--- config.mk ---
export PLATFORM = sky130hd
export DESIGN_NAME = nand_stim_gen
export DESIGN_NICKNAME = d
export VERILOG_FILES = /design/src/rtl/nand_stim_gen.sv
export SDC_FILE = /design/constraint.sdc
export NUM_CORES = 1
export LEC_CHECK = 0
export BUFFER_PORTS_ARGS = -buffer_cell sky130_fd_sc_hd__buf_4
export CAP_MARGIN = 20
export CORE_ASPECT_RATIO = 1.1
export CORE_MARGIN = 5
export CORE_UTILIZATION = 42
export DETAILED_ROUTE_END_ITERATION = 6
export PLACE_DENSITY = 0.56
export SLEW_MARGIN = 20
export SYNTH_ARGS = -nofsm -noshare
export SYNTH_HDL_FRONTEND = slang
export SYNTH_SLANG_ARGS = --single-unit
--- constraint.sdc ---
create_clock -name clk -period 5 [get_ports clk]
set_clock_uncertainty 0.2 [all_clocks]
set_input_delay 0.5 -clock clk [delete_from_list [all_inputs] [get_ports clk]]
set_output_delay 0.5 -clock clk [all_outputs]
set_load 0.01 [all_outputs]
--- src/rtl/nand_stim_gen.sv ---
// nand_stim_gen: clocked stimulus source for the nand_four gate block.
// Four independent square waves (a, b, c, d), each with its own half-period.
// A run lasts RUN_LEN advancing cycles. start, pause and stop sequence the run.
// Optional macro NAND_STIM_STEP_EN adds a 'step' input.
// While paused, step advances the run by one cycle per clk while it is high.
`timescale 1ns/1ps

// One square-wave channel.
// Its output toggles after every HP advancing cycles.
module nand_stim_chan #(
  parameter int CNT_W = 8,
  parameter int HP    = 2
) (
  input  logic clk,
  input  logic rst_n,
  input  logic clear,
  input  logic advance,
  output logic wave
);

  localparam logic [CNT_W-1:0] RELOAD = CNT_W'(HP - 1);

  logic [CNT_W-1:0] hp_cnt;

  // Half-period countdown.
  // Reaching zero flips the wave and restarts the countdown.
  always_ff @(posedge clk or negedge rst_n) begin
    if (!rst_n) begin
      hp_cnt <= RELOAD;
      wave   <= 1'b0;
    end else if (clear) begin
      hp_cnt <= RELOAD;
      wave   <= 1'b0;
    end else if (advance) begin
      if (hp_cnt == '0) begin
        hp_cnt <= RELOAD;
        wave   <= ~wave;
      end else begin
        hp_cnt <= hp_cnt - CNT_W'(1);
      end
    end
  end

endmodule

module nand_stim_gen #(
  parameter int CNT_W   = 8,
  parameter int HP_A    = 2,
  parameter int HP_B    = 3,
  parameter int HP_C    = 4,
  parameter int HP_D    = 5,
  parameter int RUN_LEN = 100
) (
  input  logic             clk,
  input  logic             rst_n,
  input  logic             start,
  input  logic             pause,
  input  logic             stop,
`ifdef NAND_STIM_STEP_EN
  input  logic             step,
`endif
  output logic             a,
  output logic             b,
  output logic             c,
  output logic             d,
  output logic             busy,
  output logic             paused,
  output logic             done,
  output logic [CNT_W-1:0] cycle_cnt
);

  typedef enum logic [1:0] {
    ST_IDLE  = 2'd0,
    ST_RUN   = 2'd1,
    ST_PAUSE = 2'd2,
    ST_DONE  = 2'd3
  } state_t;

  // cycle_cnt value during the final advancing cycle of a run.
  // With RUN_LEN == 2^CNT_W the count then wraps to zero on purpose.
  localparam logic [CNT_W-1:0] LAST_CNT = CNT_W'(RUN_LEN - 1);

  state_t state;
  state_t state_nxt;
  logic   clear_all;
  logic   advance;

  // State register.
  always_ff @(posedge clk or negedge rst_n) begin
    if (!rst_n) begin
      state <= ST_IDLE;
    end else begin
      state <= state_nxt;
    end
  end

  // Next-state logic, plus the clear and advance strobes for the datapath.
  // stop outranks everything else.
  // Leaving PAUSE back to RUN does not advance on that same edge.
  always_comb begin
    state_nxt = state;
    clear_all = 1'b0;
    advance   = 1'b0;
    case (state)
      ST_IDLE: begin
        if (start && !stop) begin
          state_nxt = ST_RUN;
          clear_all = 1'b1;
        end
      end
      ST_RUN: begin
        if (stop) begin
          state_nxt = ST_IDLE;
          clear_all = 1'b1;
        end else if (pause) begin
          state_nxt = ST_PAUSE;
        end else begin
          advance = 1'b1;
          if (cycle_cnt == LAST_CNT) begin
            state_nxt = ST_DONE;
          end
        end
      end
      ST_PAUSE: begin
        if (stop) begin
          state_nxt = ST_IDLE;
          clear_all = 1'b1;
        end else if (!pause) begin
          state_nxt = ST_RUN;
`ifdef NAND_STIM_STEP_EN
        end else if (step) begin
          advance = 1'b1;
          if (cycle_cnt == LAST_CNT) begin
            state_nxt = ST_DONE;
          end
`endif
        end
      end
      ST_DONE: begin
        if (stop) begin
          state_nxt = ST_IDLE;
          clear_all = 1'b1;
        end else if (start) begin
          state_nxt = ST_RUN;
          clear_all = 1'b1;
        end
      end
      default: begin
        state_nxt = ST_IDLE;
        clear_all = 1'b1;
      end
    endcase
  end

  // Count of advancing cycles in the current run.
  // After the last cycle it holds RUN_LEN.
  always_ff @(posedge clk or negedge rst_n) begin
    if (!rst_n) begin
      cycle_cnt <= '0;
    end else if (clear_all) begin
      cycle_cnt <= '0;
    end else if (advance) begin
      cycle_cnt <= cycle_cnt + CNT_W'(1);
    end
  end

  // Status flags are registered alongside the state they decode.
  always_ff @(posedge clk or negedge rst_n) begin
    if (!rst_n) begin
      busy   <= 1'b0;
      paused <= 1'b0;
      done   <= 1'b0;
    end else begin
      busy   <= (state_nxt == ST_RUN) || (state_nxt == ST_PAUSE);
      paused <= (state_nxt == ST_PAUSE);
      done   <= (state_nxt == ST_DONE);
    end
  end

  nand_stim_chan #(.CNT_W(CNT_W), .HP(HP_A)) u_chan_a (
    .clk(clk), .rst_n(rst_n), .clear(clear_all), .advance(advance), .wave(a)
  );

  nand_stim_chan #(.CNT_W(CNT_W), .HP(HP_B)) u_chan_b (
    .clk(clk), .rst_n(rst_n), .clear(clear_all), .advance(advance), .wave(b)
  );

  nand_stim_chan #(.CNT_W(CNT_W), .HP(HP_C)) u_chan_c (
    .clk(clk), .rst_n(rst_n), .clear(clear_all), .advance(advance), .wave(c)
  );

  nand_stim_chan #(.CNT_W(CNT_W), .HP(HP_D)) u_chan_d (
    .clk(clk), .rst_n(rst_n), .clear(clear_all), .advance(advance), .wave(d)
  );

endmodule

Word level (Yosys, flattened, before mapping)
Index checks and enable logic that the tools add are counted.

Memories kept: 0. Memory bits (read-only): 0. RAM bits: 0. Bits in latches: 0. Bits in registers: 49. Logic and storage cells: 90.

$mul: 0. Equality and inequality tests: 7. Add/subtract/negate cells: 5. Order comparisons: 0. Shift operators: 0. Multiplexer cells: 43. Bitwise logic cells: 4. Div/mod/pow operators: 0. Reduce and logical (&&, ||, !) cells: 18.

Operators by type and width (count): 8-bit 2-to-1 mux (14); 8-bit logical NOT (4); 8-bit by 1-bit subtractor with 8-bit output, second input constant (4); 1-bit 2-to-1 mux (19); 2-bit 2-to-1 mux (8); 2-bit nonzero test (5); 8-bit by 1-bit adder with 8-bit output, second input constant (1); 2-bit equality test, second input constant (4); 8-bit by 7-bit equality test with 1-bit output, second input constant (1); 2-bit one-hot mux with 4 select lines (1); 2-bit AND reduction (4); 2-bit by 1-bit equality test with 1-bit output, second input constant (2); 1-bit NOT (4); 1-bit one-hot mux with 3 select lines (1); 2-bit logical NOT (1); 2-bit OR reduction (1); 1-bit logical AND (1); 1-bit logical NOT (1); 1-bit logical OR (1).

Logic depth before layout (Yosys ltp)
Gate-level depths: netlist (run 1).

Depth after elaboration: 7. Gate-level depth with buffers: 8.

Hierarchy
Synthesis (run 1) repeated with hierarchy kept, for this count alone.

Cells, all modules: 284. Area, all modules: 2787.7 um^2.

Modules (own cells, without submodules): nand_stim_gen (cells each 73, times used 1, area each 760.7 um^2); nand_stim_chan (u_chan_c) (cells each 54, times used 1, area each 511.7 um^2); nand_stim_chan (u_chan_b) (cells each 54, times used 1, area each 508.0 um^2); nand_stim_chan (u_chan_d) (cells each 52, times used 1, area each 508.0 um^2); nand_stim_chan (u_chan_a) (cells each 51, times used 1, area each 499.2 um^2).

Least setup slack after synthesis (run 1)
OpenSTA, ideal clock, no wires.

Kind: reg-to-reg. Start: register cycle_cnt[0]. End: register busy. Stages on the path, launching flop included: 8. Data arrival time: 2.061 ns. Clock period less this slack: 2.374 ns. Path slack: 2.626 ns. Library setup time: 0.113 ns. Cells stage by stage: dfrtp_1 > ha_1 > or4b_2 > nor3_1 > nor4_1 > a211o_1 > ha_1 > inv_1.

Cells in the longest elaborated chain, start to end: 7. Elaborated cells on any way between the ends: 8. Those cells by class: 3 x eq/ne; 4 x mux; 1 x reduce/logical.

Ends and longest elaborated chain: start: declaration (RTL line 69) `output logic [CNT_W-1:0] cycle_cnt`; start signal: assignment (RTL line 163) `cycle_cnt <= cycle_cnt + CNT_W'(1);`; 8-bit by 7-bit equality test with 1-bit output (*) (RTL line 119) `if (cycle_cnt == LAST_CNT) begin`; 2-bit 2-to-1 mux (*) (RTL line 119); 2-bit 2-to-1 mux (*) (RTL line 115) `end else if (pause) begin`; 2-bit 2-to-1 mux (*) (RTL line 112) `if (stop) begin`; 2-bit one-hot mux with 4 select lines (*) (RTL line 104) `case (state)`; 2-bit by 1-bit equality test with 1-bit output / 2-bit equality test (equally long branches) (RTL line 174) `busy <= (state_nxt == ST_RUN) || (state_nxt == ST_PAUSE);`; 1-bit logical OR (*) (RTL line 174); end signal: assignment (RTL line 174); end: declaration (RTL line 66) `output logic busy,`.

Mark *: on every way between the ends. The rest lies on a longest branch, timed or not. A chain may end at the register's enable or synchronous reset.

Final worst setup path (run 1)
Start: register cycle_cnt[0]. End: register busy.

Cells in the longest elaborated chain, start to end: 7. Elaborated cells on any way between the ends: 8. Those cells by class: 3 x eq/ne; 4 x mux; 1 x reduce/logical.

Ends and longest elaborated chain: 8-bit by 7-bit equality test with 1-bit output (*) (RTL line 119); 2-bit 2-to-1 mux (*) (RTL line 119); 2-bit 2-to-1 mux (*) (RTL line 115); 2-bit 2-to-1 mux (*) (RTL line 112); 2-bit one-hot mux with 4 select lines (*) (RTL line 104); named net state_nxt[1] (RTL line 84) `state_t state_nxt;`; 2-bit by 1-bit equality test with 1-bit output / 2-bit equality test (equally long branches) (RTL line 174); 1-bit logical OR (*) (RTL line 174).

The timed path passes the listed nets; every way through them passes the cells marked *.

==> flow_summary.ini, run 1 <==
[outcome]
status = complete, no violations

[cells_and_area]
diodes = 0
syn_to_final_growth_pct = 11.4
nets = 323
multi_input_area_sq_um = 1340
ff_latch_area_sq_um = 1230
layout-drive-gt1-share_pct = 12.9
nFillCells = 612

[setup_path]
slowest_stage = or4b_2
path_class = flip-flop to flip-flop
slowest_delay_ns = 0.59
crit_top_cell = ha_1
start_kind = flip-flop
worstPathArrival_ns = 2.57
end_kind = flip-flop
crit_path_cell_trace = ha_1 > or4b_2 > nor3_1 > o211ai_1 > a22oi_1 > ha_1 > inv_1
worst-path-max-fanout = 4
required_ns = 5.05

[sta]
min_period_ns = 2.53
fmax_ghz = 0.395
tns_ns = 0
fin_ws_ns = 2.47
slew_headroom_pct = 58.0
final-max-slew-violation-count = 0
hold_ws_ns = 0.00305
setup_violations = 0
tightest_slew_ns = 0.630
final_hold_viol_count = 0
fin_crit_sh_pct = 50.6
rsz0062_at_grt = no

[detailed_routing]
drtIter0Drc = 99
drt_wl_total_mm = 5.41
drtPass1Iterations = 4
drtAntennaViolNets = 0
vias = 2115
vias_per_cell = 5.52
routedWlPerCell_um = 14.1
drc_errors = 0

[yosys]
syn_nets = 304
synth_top_area_share_pct = 41.3
synth_simple_gate_area_share_pct = 22.8
synth_ff_type = dfrtp_1
synth_top_family_by_area = simple AND/OR/NAND/NOR gates
ys_ff_latch = 49
yosys-top-cells-count = dfrtp_1, a21oi_1, nor2_1
synth_edf_count = 0
async_flop_share_pct = 100
ys_types = 48
synth_most_common_cell = dfrtp_1
seq_area_frac_synth_pct = 46.2
synth_cells = 284
synthAdderAreaFrac_pct = 7.03
yosysWarnings = 0
synth_compound_area_share_pct = 16.7
netlist_area_sq_um = 2670
synth-xor-area-share_pct = 3.61
yosys.area.top_type = dfrtp_1
syn_avg_cell_area_sq_um = 9.40
synth.mux.area_fraction_pct = 0
yosys-top-cells-area = dfrtp_1, ha_1, a21oi_1

[clocking]
clk_path_buf_depth = 2
cts_buffers = 5
root_buffer = clkbuf_8
cts_sinks = 49
post_cts_resized = 0
cts_tree = yes
hold_buffers = 0
cts_max_level = 2
clkTransAtPathRegs_ns = 0.09
worstSkewPairLatency_ns = 0.30
cts_post_setup_buffers_inserted = 0

[global_routing]
grt_max_degree = 50
grt_pass1_wl_mm = 9.31
antenna_found_initial = 0
grt_util_all_layers_pct = 14.4
grt-ovfl-total = 0
grt_pass1_vias = 2031

[pwr]
peakVddDrop_v = 0.000180
p_per_area_nw_per_um2 = 483
p_leak_uw = 0.00133

[die]
core_sq_um = 6190
die_h_um = 93.6
num_rows = 30
dieArea_sq_um = 8050
ios = 20
die_w_um = 86.0
initial_utilization_pct = 43.1

[placement]
dp_slack_ns = 2.47
hpwl_mm = 3.76
globalplace.congestion = 0.756
portBuffers = 19

[run]
cap_violations = 0

[hold_path]
hold_class = primary input to async pin
registers in the layout (all words and copies together) (netlist names), 2 cells and up:
name and cells:
u_chan_d.hp_cnt 8, state 2, u_chan_c.hp_cnt 8, u_chan_b.hp_cnt 8, cycle_cnt 8, u_chan_a.hp_cnt 8
metal layers:
| layer | track usage (%) | share of wire [%] | wire, um |
|---|---|---|---|
| met4 | 5.54 | 1.4 | 76 |
| met2 | 24.2 | 49 | 2640 |
| met1 | 18.2 | 46 | 2500 |
| met3 | 2.47 | 3.4 | 183 |
| met5 | 0 | 0 | 0 |
stage by stage:
stage | std cells | instance area (sq um) | utilization, % | power, uW
after detailed placement | 376 | 2880 | 46.5 | 1210
after CTS | 383 | 2970 | 47.9 | 1450
final | 383 | 2970 | 48.0 | 1440
after global placement | 376 | 2880 | 46.5 | 1200
after global routing | 383 | 2970 | 48.0 | 1570
after floorplan | 284 | 2670 | - | 1050
critical path, delay by kind of cell (launching register included):
kind,cells,cell delay [ns]
buf+inv,1,0.05
compound gates,2,0.43
flops,1,0.41
simple gates,2,0.90
fa+ha+maj,2,0.50
cell usage in the layout (no fill, tap or decap), drive strengths merged, types with 2 or more instances in the layout:
cell	instances
o22ai	2
nor3	5
clkbuf	7
a22oi	2
ha	15
nand4	5
dfstp	5
or4b	3
inv	16
and3	3
dfrtp	44
nor2	25
buf	20
nand2b	5
or4	6
or3	21
o41ai	2
o31ai	4
o21ai	22
nand3	5
nor4	5
xnor2	2
o211ai	3
o22a	2
xor2	9
nand2	23
a21oi	27
path summary, 6_finish.rpt:
kind	from	endpoint	slack, ns	depth (start not counted)
min in group clk	u_chan_d.hp_cnt[0]$_DFFE_PN0P_	u_chan_d.hp_cnt[0]$_DFFE_PN0P_	0.32	1
max	cycle_cnt[0]$_DFFE_PN0P_	busy$_DFF_PN0_	2.47	7
max reg2reg	cycle_cnt[0]$_DFFE_PN0P_	busy$_DFF_PN0_	2.47	7
min	rst_n	done$_DFF_PN0_	0.003	1
min reg2reg	u_chan_d.hp_cnt[0]$_DFFE_PN0P_	u_chan_d.hp_cnt[0]$_DFFE_PN0P_	0.32	1
max in group asynchronous	rst_n	cycle_cnt[1]$_DFFE_PN0P_	4.16	1
cell type report:
type | count | share of cell area [%]
multi-input cells | 211 | 45.2
inverters | 16 | 2.02
flip-flops and latches | 49 | 41.5
clock buffers | 7 | 2.90
repair buffers | 20 | 5.05
well taps | 80 | 3.37
kinds of logic after synthesis:
| family | count (synthesis) |
|---|---|
| buf+inv | 24 |
| simple gates | 112 |
| flops | 49 |
| compound gates | 73 |
| fa+ha+maj | 15 |
| xor+xnor | 11 |
where the power goes:
group | switching (uW) | internal (uW) | leakage, uW
clock | 129 | 110 | 0.0000443
combinational | 348 | 232 | 0.000633
sequential | 101 | 516 | 0.000654
No activity file was read; power rests on OpenSTA's default activity.
==> inputs of run 2 (changes only) <==
Settings changed: PLACE_DENSITY 0.56 to 0.58.
Clock period 5 ns to 2.04 ns, I/O delays scaled along.
==> flow_summary.ini, run 2 (synthesis gave the netlist of run 1 again) <==
[die]
die_w_um = 86.0
ios = 20
core_sq_um = 6190
die_h_um = 93.6
initial_utilization_pct = 43.1
dieArea_sq_um = 8050
num_rows = 30

[pwr]
p_leak_uw = 0.00163
share_seq_of_total_power_pct = 32.6
intPower_uw = 2790
p_per_area_nw_per_um2 = 1250
sw_frac_of_total_pct = 40.7
combPwrFrac_pct = 52.4
peakVddDrop_v = 0.000799
clockPowerShare_pct = 15.0
switchingPower_uw = 1910

[cells_and_area]
mostFrequentLayoutCell = buf_4
finish.instance_area_sq_um = 3750
nets = 371
diodes = 0
layout_common_cells = buf_4, dfrtp_1, nor2_1
syn_to_final_growth_pct = 40.6
nFillCells = 544
fin_cells = 432
fin_util_pct = 60.6
layout-drive-gt1-share_pct = 38.6

[detailed_routing]
routedWlPerCell_um = 16.1
drtAntennaViolNets = 0
vias_per_cell = 5.62
drtPass1Iterations = 4
drt_wl_total_mm = 6.96
drtIter0Drc = 105
vias = 2426
drc_errors = 0

[clocking]
cts_sinks = 49
cts_max_level = 2
cts_buffers = 5
root_buffer = clkbuf_8
cts_tree = yes
clk_path_buf_depth = 2
clkTransAtPathRegs_ns = 0.10
worstSkewPairLatency_ns = 0.30

[global_routing]
antenna_found_initial = 0
grt_pass1_vias = 2198
grt_max_degree = 50
grt_pass1_wl_mm = 10.4
grt_util_all_layers_pct = 16.0
grt-ovfl-total = 0

[setup_path]
worstPathArrival_ns = 2.13
cp_top_family = flip-flops
setup.worst_path.end = busy$_DFF_PN0_
r2r_end = busy$_DFF_PN0_
path_class = flip-flop to flip-flop
start_kind = flip-flop
rr_startpoint = state[0]$_DFF_PN0_
slowest_delay_ns = 0.47
worst-path-max-fanout = 12
worstPathBufferInverterCount = 2
required_ns = 2.04
critPathLaunch = state[0]$_DFF_PN0_
end_kind = flip-flop
rr_worst_depth = 6
crit_cells = 6
slowest_stage = dfrtp_2
rrSetupSlack_ns = -0.09
crit_path_cell_trace = ha_4 > or3b_4 > buf_6 > a211o_1 > ha_1 > inv_1

[outcome]
violations = negative setup slack
status = finished, violations left

[sta]
min_period_ns = 2.13
final-max-slew-violation-count = 0
fin_ws_ns = -0.0897
slew_headroom_pct = 57.2
tns_ns = -0.467
tightest_slew_ns = 0.642
fin_crit_sh_pct = 104
setup_violations = 13
rsz0062_at_grt = yes
fmax_ghz = 0.470
final_hold_viol_count = 0

[placement]
placed_cell_area_sq_um = 3150
dp.cells = 404
portBuffers = 19
dp_slack_ns = -0.176
hpwl_mm = 3.95
globalplace.congestion = 0.781

[run]
cap_violations = 0

[hold_path]
hold_class = primary input to flip-flop
[run 2: cell types whose count changed in the layout (fill, tap and decap cells not counted), moves of 4 or more]
cell	before	now
o221a_4	1	6
buf_4	20	53
or3_4	1	5
o21ai_0	21	16
a21oi_2	0	13
buf_6	0	7
ha_1	15	11
nand2_1	23	19
a21oi_1	27	14
[run 2: per-layer routing]
| layer | vias to the layer above | part of all wire, % | track usage, % |
|---|---|---|---|
| met5 | - | 0 | 0 |
| met4 | 0 | 0.85 | 3.69 |
| met3 | 7 | 4.4 | 3.17 |
| met2 | 51 | 49 | 26.6 |
| met1 | 1188 | 45 | 21.5 |
| li1 | 1180 | - | - |
[run 2: final cells by class]
cell class                      instances  area (sq um)  share of cell area (%)
Clock buffer                            6          72.6                    1.93
Clock inverter                          2          38.8                    1.03
Inverter                               16          60.1                    1.60
Multi-Input combinational cell        217          1740                    46.4
Sequential cell                        49          1230                    32.9
Tap cell                               80           100                    2.67
Timing Repair Buffer                   62           507                    13.5
[run 2: how the worst min path moves through the flow]
stage / startpoint / endpoint / slack, ns / cells after the start
floorplan: rst_n / busy$_DFF_PN0_ / -0.29 / 0
global placement: rst_n / paused$_DFF_PN0_ / 0.08 / 1
detailed placement: rst_n / busy$_DFF_PN0_ / 0.08 / 1
CTS: pause / u_chan_b.hp_cnt[0]$_DFFE_PN0P_ / 0.18 / 5
global route: pause / cycle_cnt[1]$_DFFE_PN0P_ / 0.21 / 5
finish: pause / u_chan_a.hp_cnt[0]$_DFFE_PN1P_ / 0.18 / 5
[run 2: power by group through the flow]
stage	logic (uW)	registers [uW]	clock network [uW]
floorplan	1150	1500	0
CTS	1940	1500	727
global placement	1720	1500	0
finish	2460	1530	705
global route	2710	1570	764
detailed placement	1740	1510	0
[run 2: repair_timing]
action                     CTS  global route
gates cloned                 3             3
setup endpoints to repair   27            33
gates resized for setup     11            56
hold endpoints to repair    44             0
buffers inserted             3            10
hold buffers                 1             0
pin swaps                   10            25
[run 2: stage by stage]
stage	total power, uW	hold WS [ns]
2_1_floorplan	2650	-0.292
3_3_place_gp	3220	0.0789
3_5_place_dp	3250	0.0834
4_1_cts	4160	0.183
5_1_grt	5050	0.207
6_report	4700	0.178
[run 2: worst register-to-register path, delay by kind of cell (launching register included)]
kind                     cells  cell delay (ns)
AO/OA/AOI/OAI                1             0.31
adder cells (fa/ha/maj)      2             0.43
buffers and inverters        2             0.21
flip-flops                   1             0.47
AND/OR/NAND/NOR              1             0.43
==> inputs of run 3 (changes only) <==
Settings changed: CELL_PAD_IN_SITES_DETAIL_PLACEMENT from default to 1, CELL_PAD_IN_SITES_GLOBAL_PLACEMENT from default to 2, CORE_UTILIZATION 42 to 34, GPL_ROUTABILITY_DRIVEN from default to 0, PLACE_DENSITY 0.58 to 0.72.
==> flow_summary.ini, run 3 (synthesis gave the netlist of run 1 again) <==
[clocking]
root_buffer = clkbuf_8
worstSkewPairLatency_ns = 0.31
cts_buffers = 5
clkTransAtPathRegs_ns = 0.10
cts_sinks = 49
cts_max_level = 2
clk_path_buf_depth = 2
cts_tree = yes

[sta]
final-max-slew-violation-count = 0
slew_headroom_pct = 55.0
tightest_slew_ns = 0.675
min_period_ns = 2.16
fmax_ghz = 0.463
fin_crit_sh_pct = 106
setup_violations = 24
tns_ns = -1.45
hold_ws_ns = 0.209
rsz0062_at_grt = yes
fin_ws_ns = -0.121
final_hold_viol_count = 0

[die]
core_sq_um = 7780
die_w_um = 94.5
initial_utilization_pct = 34.3
num_rows = 34
ios = 20
dieArea_sq_um = 9720
die_h_um = 103

[placement]
hpwl_mm = 4.93
portBuffers = 19
dp_slack_ns = -0.204

[global_routing]
grt-ovfl-total = 0
grt_max_degree = 50
grt_util_all_layers_pct = 17.1
antenna_found_initial = 0
grt_pass1_vias = 2588
grt_pass1_wl_mm = 13.1

[cells_and_area]
diodes = 0
nFillCells = 863
layout-drive-gt1-share_pct = 44.9
syn_to_final_growth_pct = 50.1
layout_common_cells = buf_4, dfrtp_1, nor2_1
mostFrequentLayoutCell = buf_4
nets = 382

[setup_path]
worstPathArrival_ns = 2.17
end_kind = flip-flop
path_class = flip-flop to flip-flop
start_kind = flip-flop
required_ns = 2.05
worst-path-max-fanout = 2
slowest_delay_ns = 0.46
crit_path_cell_trace = ha_2 > or4b_4 > nor3_4 > nor4_2 > a211o_1 > ha_1 > inv_1
slowest_stage = or4b_4

[run]
cap_violations = 0

[outcome]
violations = negative setup slack
status = finished, violations left

[detailed_routing]
drt_wl_total_mm = 9.01
drtPass1Iterations = 4
drtIter0Drc = 71
drc_errors = 0
routedWlPerCell_um = 19.1
drtAntennaViolNets = 0
vias = 2577
vias_per_cell = 5.47

[hold_path]
hold_class = primary input to flip-flop

[pwr]
peakVddDrop_v = 0.000459
p_leak_uw = 0.00170
p_per_area_nw_per_um2 = 1260
[run 3: cell count changes in the layout (fill, tap and decap cells not counted), moves of 3 or more]
cell | before | now
a21oi_1 | 14 | 9
o21ai_1 | 4 | 8
o21ai_2 | 1 | 5
buf_6 | 7 | 11
nand2_8 | 0 | 3
a21oi_2 | 13 | 18
o21ai_0 | 16 | 8
buf_4 | 53 | 58
or3_4 | 5 | 11
or3_1 | 16 | 10
[run 3: timing repair]
action / in CTS / in global routing
pin swaps: 5 / 48
gates cloned: 4 / 3
resized for setup: 18 / 88
endpoints found under the setup margin: 29 / 31
endpoints found under the hold margin: 44 / 0
buffers inserted: 6 / 12
hold buffers: 1 / 0
[run 3: worst max-delay path: cells and delay by family, from the launching register on]
family	cells	cell delay (ns)
and+or+nand+nor	3	0.70
adders and majority gates	2	0.46
DFF	1	0.37
AOI/OAI and AO/OA	1	0.29
buffers and inverters	1	0.03
[run 3: final timing paths]
kind,start,end,slack [ns],cells past startpoint
worst min register to register,u_chan_c.hp_cnt[7]$_DFFE_PN0P_,u_chan_c.hp_cnt[7]$_DFFE_PN0P_,0.34,1
min in group asynchronous,rst_n,u_chan_c.hp_cnt[2]$_DFFE_PN0P_,0.27,2
max in group asynchronous,rst_n,u_chan_b.hp_cnt[0]$_DFFE_PN0P_,0.87,2
worst max-delay path,cycle_cnt[1]$_DFFE_PN0P_,busy$_DFF_PN0_,-0.12,7
worst min-delay path,pause,cycle_cnt[1]$_DFFE_PN0P_,0.21,5
worst max register to register,cycle_cnt[1]$_DFFE_PN0P_,busy$_DFF_PN0_,-0.12,7
[run 3: where the power goes]
part	internal (uW)	switching [uW]	total, uW
Clock	239	343	582
Combinational	1380	1550	2920
Sequential	1270	283	1550
Total	2880	2170	5060
[run 3: metal layers]
metal	wire length (um)	share of wire [%]	vias up	GRT usage, %
met4	121	1.3	0	3.77
met1	3880	43	1316	22.1
met3	247	2.7	8	2.48
li1	-	-	1220	-
met5	0	0	-	0
met2	4770	53	33	30.5
[run 3: cell type report]
class	count	area, sq um	area share, %
well taps	108	135	3.37
clock inverters	2	10.0	0.250
clock buffers	6	72.6	1.81
inverters	16	60.1	1.50
flip-flops and latches	49	1230	30.8
multi-input cells	218	1890	47.2
repair buffers	72	604	15.1
[run 3: per-stage QoR]
stage          std cells  utilization (%)  total power [uW]  area (sq um)
2_1_floorplan        284                -              2650          2740
3_3_place_gp         437             41.4              3350          3220
3_5_place_dp         437             41.4              3420          3220
4_1_cts              456             44.9              4310          3490
5_1_grt              471             51.5              5410          4010
6_report             471             51.5              5060          4010
